===== src/rtl/context_spill_unit.sv =====
// context_spill_unit: buffers the exception-save register stream into a fresh
// 16-byte-aligned stack frame and issues each word as a dcache store using the
// index-then-tag handshake.
// Optional macro CONTEXT_SPILL_STALL_CNT_EN builds a saturating stall counter
// on stall_cycles_o; without it the output is tied to zero.
module context_spill_unit #(
   parameter int XLEN        = 64,
   parameter int INDEX_WIDTH = 12,
   parameter int TAG_WIDTH   = 44,
   parameter int NUM_SPILL   = 16,
   parameter int FIFO_DEPTH  = 4
) (
   input  logic                   clk_i,
   input  logic                   rst_i,
   input  logic                   start_i,
   input  logic [XLEN-1:0]        sp_i,
   output logic                   busy_o,
   output logic [XLEN-1:0]        frame_sp_o,
   output logic                   done_o,
   input  logic                   spill_valid_i,
   input  logic [XLEN-1:0]        spill_data_i,
   output logic                   spill_ready_o,
   output logic [INDEX_WIDTH-1:0] address_index_o,
   output logic [TAG_WIDTH-1:0]   address_tag_o,
   output logic [XLEN-1:0]        data_wdata_o,
   output logic                   data_req_o,
   output logic                   data_we_o,
   output logic [XLEN/8-1:0]      data_be_o,
   output logic [1:0]             data_size_o,
   output logic                   kill_req_o,
   output logic                   tag_valid_o,
   input  logic                   data_gnt_i,
   output logic [15:0]            stall_cycles_o
);
   localparam int PW = $clog2(FIFO_DEPTH);
   localparam int CW = $clog2(NUM_SPILL + 1);
   localparam int BS = $clog2(XLEN / 8);

   typedef enum logic [1:0] {IDLE, RUN, DONE} state_t;

   state_t                 state;
   logic [XLEN-1:0]        frame_sp;
   logic [XLEN-1:0]        addr;
   logic [CW-1:0]          acc;
   logic [CW-1:0]          iss;
   logic [XLEN-1:0]        mem [FIFO_DEPTH];
   logic [PW-1:0]          wptr;
   logic [PW-1:0]          rptr;
   logic [PW:0]            cnt;
   logic                   tag_valid;
   logic [TAG_WIDTH-1:0]   tag_q;
   logic                   full;
   logic                   empty;
   logic                   push;
   logic                   pop;
   logic                   start;

   assign start           = start_i & (state == IDLE);
   assign full            = cnt == (PW+1)'(FIFO_DEPTH);
   assign empty           = cnt == '0;
   assign busy_o          = state == RUN;
   assign done_o          = state == DONE;
   assign spill_ready_o   = busy_o & ~full & (acc < CW'(NUM_SPILL));
   assign data_req_o      = busy_o & ~empty;
   assign push            = spill_valid_i & spill_ready_o;
   assign pop             = data_req_o & data_gnt_i;
   assign addr            = frame_sp + (XLEN'(iss) << BS);
   assign address_index_o = addr[INDEX_WIDTH-1:0];
   assign address_tag_o   = tag_q;
   assign tag_valid_o     = tag_valid;
   assign data_wdata_o    = data_req_o ? mem[rptr] : '0;
   assign frame_sp_o      = frame_sp;
   assign data_we_o       = 1'b1;
   assign data_be_o       = '1;
   assign data_size_o     = (XLEN == 64) ? 2'b11 : 2'b10;
   assign kill_req_o      = 1'b0;

   // spill buffer storage; occupancy and pointers live with the FSM
   always_ff @(posedge clk_i) begin
      if (push) mem[wptr] <= spill_data_i;
   end

   // frame FSM, buffer bookkeeping and the tag phase that follows each grant
   always_ff @(posedge clk_i) begin
      if (rst_i) begin
         state     <= IDLE;
         frame_sp  <= '0;
         acc       <= '0;
         iss       <= '0;
         wptr      <= '0;
         rptr      <= '0;
         cnt       <= '0;
         tag_valid <= 1'b0;
         tag_q     <= '0;
      end else begin
         tag_valid <= pop;
         if (pop) begin
            tag_q <= TAG_WIDTH'(addr >> INDEX_WIDTH);
            rptr  <= rptr + PW'(1);
            iss   <= iss + CW'(1);
         end
         if (push) begin
            wptr <= wptr + PW'(1);
            acc  <= acc + CW'(1);
         end
         if (push != pop) cnt <= push ? cnt + (PW+1)'(1) : cnt - (PW+1)'(1);
         case (state)
            IDLE: if (start_i) begin
               state    <= RUN;
               frame_sp <= (sp_i - XLEN'(NUM_SPILL * XLEN / 8)) & ~XLEN'(15);
               acc      <= '0;
               iss      <= '0;
            end
            RUN: if (iss == CW'(NUM_SPILL) && tag_valid) state <= DONE;
            default: state <= IDLE;
         endcase
      end
   end

`ifdef CONTEXT_SPILL_STALL_CNT_EN
   logic [15:0] stall;

   assign stall_cycles_o = stall;

   // cycles a store waited for grant; saturates and survives past done
   always_ff @(posedge clk_i) begin
      if (rst_i) stall <= '0;
      else if (start) stall <= '0;
      else if (data_req_o && !data_gnt_i && stall != 16'hFFFF) stall <= stall + 16'd1;
   end
`else
   assign stall_cycles_o = '0;
`endif

endmodule


===== config.mk =====
export PLATFORM = sky130hd
export DESIGN_NAME = context_spill_unit
export DESIGN_NICKNAME = d
export VERILOG_FILES = /design/src/rtl/context_spill_unit.sv
export SDC_FILE = /design/constraint.sdc
export NUM_CORES = 1
export LEC_CHECK = 0
export BUFFER_PORTS_ARGS = -buffer_cell sky130_fd_sc_hd__buf_2
export CORE_UTILIZATION = 46
export CTS_BUF_LIST = sky130_fd_sc_hd__clkbuf_2 sky130_fd_sc_hd__clkbuf_4 sky130_fd_sc_hd__clkbuf_8
export DETAILED_ROUTE_END_ITERATION = 6
export GPL_ROUTABILITY_DRIVEN = 0
export PLACE_DENSITY = 0.69
export RECOVER_POWER = 100
export SLEW_MARGIN = 5
export SYNTH_ARGS = -nofsm -noshare
export SYNTH_HDL_FRONTEND = slang
export SYNTH_SLANG_ARGS = --single-unit
export TNS_END_PERCENT = 10

===== constraint.sdc =====
create_clock -name clk_i -period 8.4 [get_ports clk_i]
set_input_delay 1.68 -clock clk_i [delete_from_list [all_inputs] [get_ports clk_i]]
set_output_delay 1.68 -clock clk_i [all_outputs]
set_load 0.05 [all_outputs]

==> impl_results.md <==
* Lkg Pwr at 6.15 nW
* Number of different library cells in the post-synthesis netlist at 58
* Number of buffer and inverter stages on the critical path at 3
* Via count of the first global-routing pass at 11200
* Violations in the final reports: capacitance limit, slew limit
* Count of flip-flops with a built-in enable after synthesis at 256
* Max Buffers Root-to-Sink at 3
* Later-pin clock latency in the skew report at 0.63 ns
* Max Transition Viols Final at 547
* Placement row count at 69
* Die span in y at 194 um
* Iteration-0 DRC Markers at 578
* Remaining design rule violation count at 0
* Estimated wirelength of the detail-placed design at 26.0 mm
* Warning count from the yosys run at 0
* Crit-path cells: buf_2 -> inv_1 -> a2111oi_0 -> clkbuf_1 -> and2_0
* Vias per std cell at 5.53
* Grt total ovfl at 0
* Highest-delay cell along the critical path: sky130_fd_sc_hd__and2_0
* Critical Path Start Type: input port
* R2R cell count at 4
* Critical setup path kind: in -> reg
* Global-route wire length before repair at 61.4 mm
* Pre-Repair DR Iteration Count at 7
* Die boundary width at 194 um
* Final clock skew at 0.0305 ns
* Global routing usage summed across all routing layers at 20.6%
* Number of levels in the clock H-tree at 2
* Reg2Reg Capture Point: mem[3][52]
* Number of port buffers at 310
* Number of gates on the worst path with buffers counted at 5
* Final setup violation count at 0
* Clock tree from TritonCTS: built
* Crit share post-route at 74.6%
* Peak ir drop on the vdd network at 0.0000986 V
* Internal cell power at 3.08 mW
* Kind of cell with the highest combined delay on the critical path: simple AND/OR/NAND/NOR gates
* Ratio of cells with drive above 1 in the final layout at 15.4%
* Min Clock Period, post-route at 6.27 ns
* CTS Root Cell: sky130_fd_sc_hd__clkbuf_8
* Maximum fanout count along the critical path at 64
* Maximum cell stage delay along the critical path at 3.57 ns
* Outcome: finished with violations
* Total via count in the routed design at 11600
* Largest net degree at the start of global routing at 112
* Hold Vio Cnt, Final at 0
* Slack of the worst reg-to-reg path at 2.75 ns
* Sequential-to-total area share from yosys stat at 60.3%
* Area occupied by registers at 0.0102 mm^2
* Starting density of the core at 47.1%
* Core Region at 0.0359 mm^2
* Register share of total power at 50.0%
* Relative slew slack at -228%
* Launch point of the critical path: spill_valid_i
* Number of ports placed on the die boundary at 350
* Total Nets Final at 1740
* Mean Syn Cell Area at 13.0 um^2
* Hold slack final at 0.489 ns
* Worst setup path endpoint: mem[3][52]
* Transition time at the pin with the least slew margin at 4.92 ns
* Largest cells by area after synthesis: sky130_fd_sc_hd__edfxtp_1 45%, sky130_fd_sc_hd__dfxtp_1 15%, sky130_fd_sc_hd__mux4_2 8.5%, sky130_fd_sc_hd__nor2_1 2.9%, sky130_fd_sc_hd__nor2b_1 2.5%
* Syn-to-layout area delta at 15.6%
* Power density over the cells at 217 mW/mm^2
* Count of hold-fix buffers inserted at cts at 0
* Most frequently used flop master after synthesis: sky130_fd_sc_hd__edfxtp_1
* Most frequent cells after synthesis: 256 x sky130_fd_sc_hd__edfxtp_1, 129 x sky130_fd_sc_hd__nor2_1, 126 x sky130_fd_sc_hd__dfxtp_1, 69 x sky130_fd_sc_hd__clkbuf_1, 67 x sky130_fd_sc_hd__nor2b_1
* Max cap viols at 8
* Achievable clock frequency at 160 MHz
* Final-layout setup total negative slack at 0 ns
* Synth area leader: sky130_fd_sc_hd__edfxtp_1
* Post-cts sizing count at 0
* Data arrival at the endpoint of the critical path at 6.36 ns
* Sw Share at 27.5%
* Final wirelength at 39.4 mm
* Critical path required time at 8.50 ns
* Critical Path End Type: register
* RSZ-0062 raised after global routing: false
* Count of fill cells added during filler insertion at 3165
* Minimum setup slack after placement at 3.42 ns
* Part of the total power dissipated in the clock network at 37.4%
* Post-detailed-route count of antenna-violating nets at 0
* Total clock sinks at 382
* Total standard cell area after synthesis at 0.0169 mm^2
* Path class of the lowest-slack min-delay path: reg -> reg
* Worst reg2reg startpoint: cnt[0]
* Clock buffers created by TritonCTS at 61
* Setup slack after layout at 2.13 ns
* Async set-or-reset flop fraction in the synthesized netlist at 0%
* Syn Inst Count at 1302
* Clk pin slew, worst setup/hold paths at 0.05 ns
* Number of storage elements in the synthesis netlist at 382
* Number of buffers inserted by post-CTS setup repair at 0
* Most common cell in the synthesized netlist: sky130_fd_sc_hd__edfxtp_1
* Net switching power figure at 1.17 mW
* Full die area at 0.0376 mm^2
* Antenna violations before repair at 1
* Share of the synthesized area in the top cell type at 45.4%
* Multi-input gate area at 0.00618 mm^2
* Portion of total power attributed to combinational logic at 12.5%
* Routed len/inst at 18.8 um
-- flip-flops by register name, indices dropped and copies added (netlist names), named ones only --
name and cells:
tag_valid_o 1, mem 256, rptr 2, frame_sp_o 60
cnt 3, iss 5, acc 5, wptr 2
state 2, address_tag_o 44
-- power groups by stage --
| stage | combinational (mW) | clock (mW) | sequential (mW) |
|---|---|---|---|
| 2_1_floorplan | 0.299 | 0 | 2.26 |
| 3_3_place_gp | 0.547 | 0 | 2.16 |
| 3_5_place_dp | 0.553 | 0 | 2.16 |
| 4_1_cts | 0.553 | 1.63 | 2.12 |
| 5_1_grt | 0.570 | 1.71 | 2.14 |
| 6_report | 0.533 | 1.59 | 2.13 |
-- placed cells by master (no fill, tap or decap), types with 27 or more instances in the layout --
cell and count:
sky130_fd_sc_hd__clkbuf_8 71, sky130_fd_sc_hd__buf_2 61, sky130_fd_sc_hd__xnor2_1 37, sky130_fd_sc_hd__edfxtp_1 256
sky130_fd_sc_hd__conb_1 35, sky130_fd_sc_hd__nor4_1 38, sky130_fd_sc_hd__nand2_1 44, sky130_fd_sc_hd__dfxtp_1 124
sky130_fd_sc_hd__a211oi_1 53, sky130_fd_sc_hd__nor3_1 27, sky130_fd_sc_hd__or4_1 35, sky130_fd_sc_hd__nor2_1 129
sky130_fd_sc_hd__a311oi_1 38, sky130_fd_sc_hd__nor2b_1 67, sky130_fd_sc_hd__o31ai_1 28, sky130_fd_sc_hd__mux4_2 64
sky130_fd_sc_hd__clkbuf_1 253
-- final cells by class --
| type | count | share of cell area, % |
|---|---|---|
| Clock inverter | 20 | 0.735 |
| Tap cell | 461 | 2.95 |
| Clock buffer | 88 | 5.64 |
| Sequential cell | 382 | 52.2 |
| Timing Repair Buffer | 320 | 6.64 |
| Multi-Input combinational cell | 814 | 31.6 |
| Inverter | 14 | 0.268 |
| Antenna cell | 1 | 0.0128 |
-- per-stage QoR --
step	instance area (um^2)	cells	util [%]	power, mW
5_1_grt	19600	2099	54.5	4.42
2_1_floorplan	17100	1335	-	2.56
6_report	19600	2100	54.5	4.25
3_3_place_gp	18700	1991	52.0	2.71
4_1_cts	19900	2099	55.5	4.31
3_5_place_dp	18700	1991	52.0	2.71
-- worst reg2reg max path, stage by stage (launching register included) --
cell and delay [ns]:
sky130_fd_sc_hd__dfxtp_1 0.41, sky130_fd_sc_hd__nor2_1 0.09, sky130_fd_sc_hd__a2111oi_0 0.41, sky130_fd_sc_hd__clkbuf_1 0.56, sky130_fd_sc_hd__and2_0 3.57
-- layer usage --
layer | track usage (%) | wire length [um] | vias up
met5 | 0 | 12 | -
met4 | 7.67 | 1160 | 2
met3 | 5.37 | 2870 | 80
met2 | 33.7 | 18600 | 411
met1 | 26.4 | 16800 | 5572
li1 | - | - | 5552
-- cell families (layout without fill, tap and decap cells) --
family,Yosys count,after routing,share of synthesized area (%)
AO/OA/AOI/OAI,173,173,7.69
XOR/XNOR,56,56,2.90
other,2,36,0.0444
multiplexers,68,68,8.75
flip-flops,382,382,60.3
AND/OR/NAND/NOR,468,468,15.1
adder cells (fa/ha/maj),14,14,1.12
buffers and inverters,139,442,4.07
-- worst min-delay path by stage --
| stage | startpoint | end | slack (ns) | cells past startpoint |
|---|---|---|---|---|
| 3_3_place_gp | frame_sp_o[4] | frame_sp_o[4] | 0.46 | 2 |
| 6_report | frame_sp_o[4] | frame_sp_o[4] | 0.49 | 2 |
| 2_1_floorplan | acc[4] | acc[4] | 0.46 | 2 |
| 5_1_grt | frame_sp_o[4] | frame_sp_o[4] | 0.51 | 2 |
| 4_1_cts | frame_sp_o[4] | frame_sp_o[4] | 0.49 | 2 |
| 3_5_place_dp | frame_sp_o[4] | frame_sp_o[4] | 0.48 | 2 |
Power figures use the tool's default switching activity.
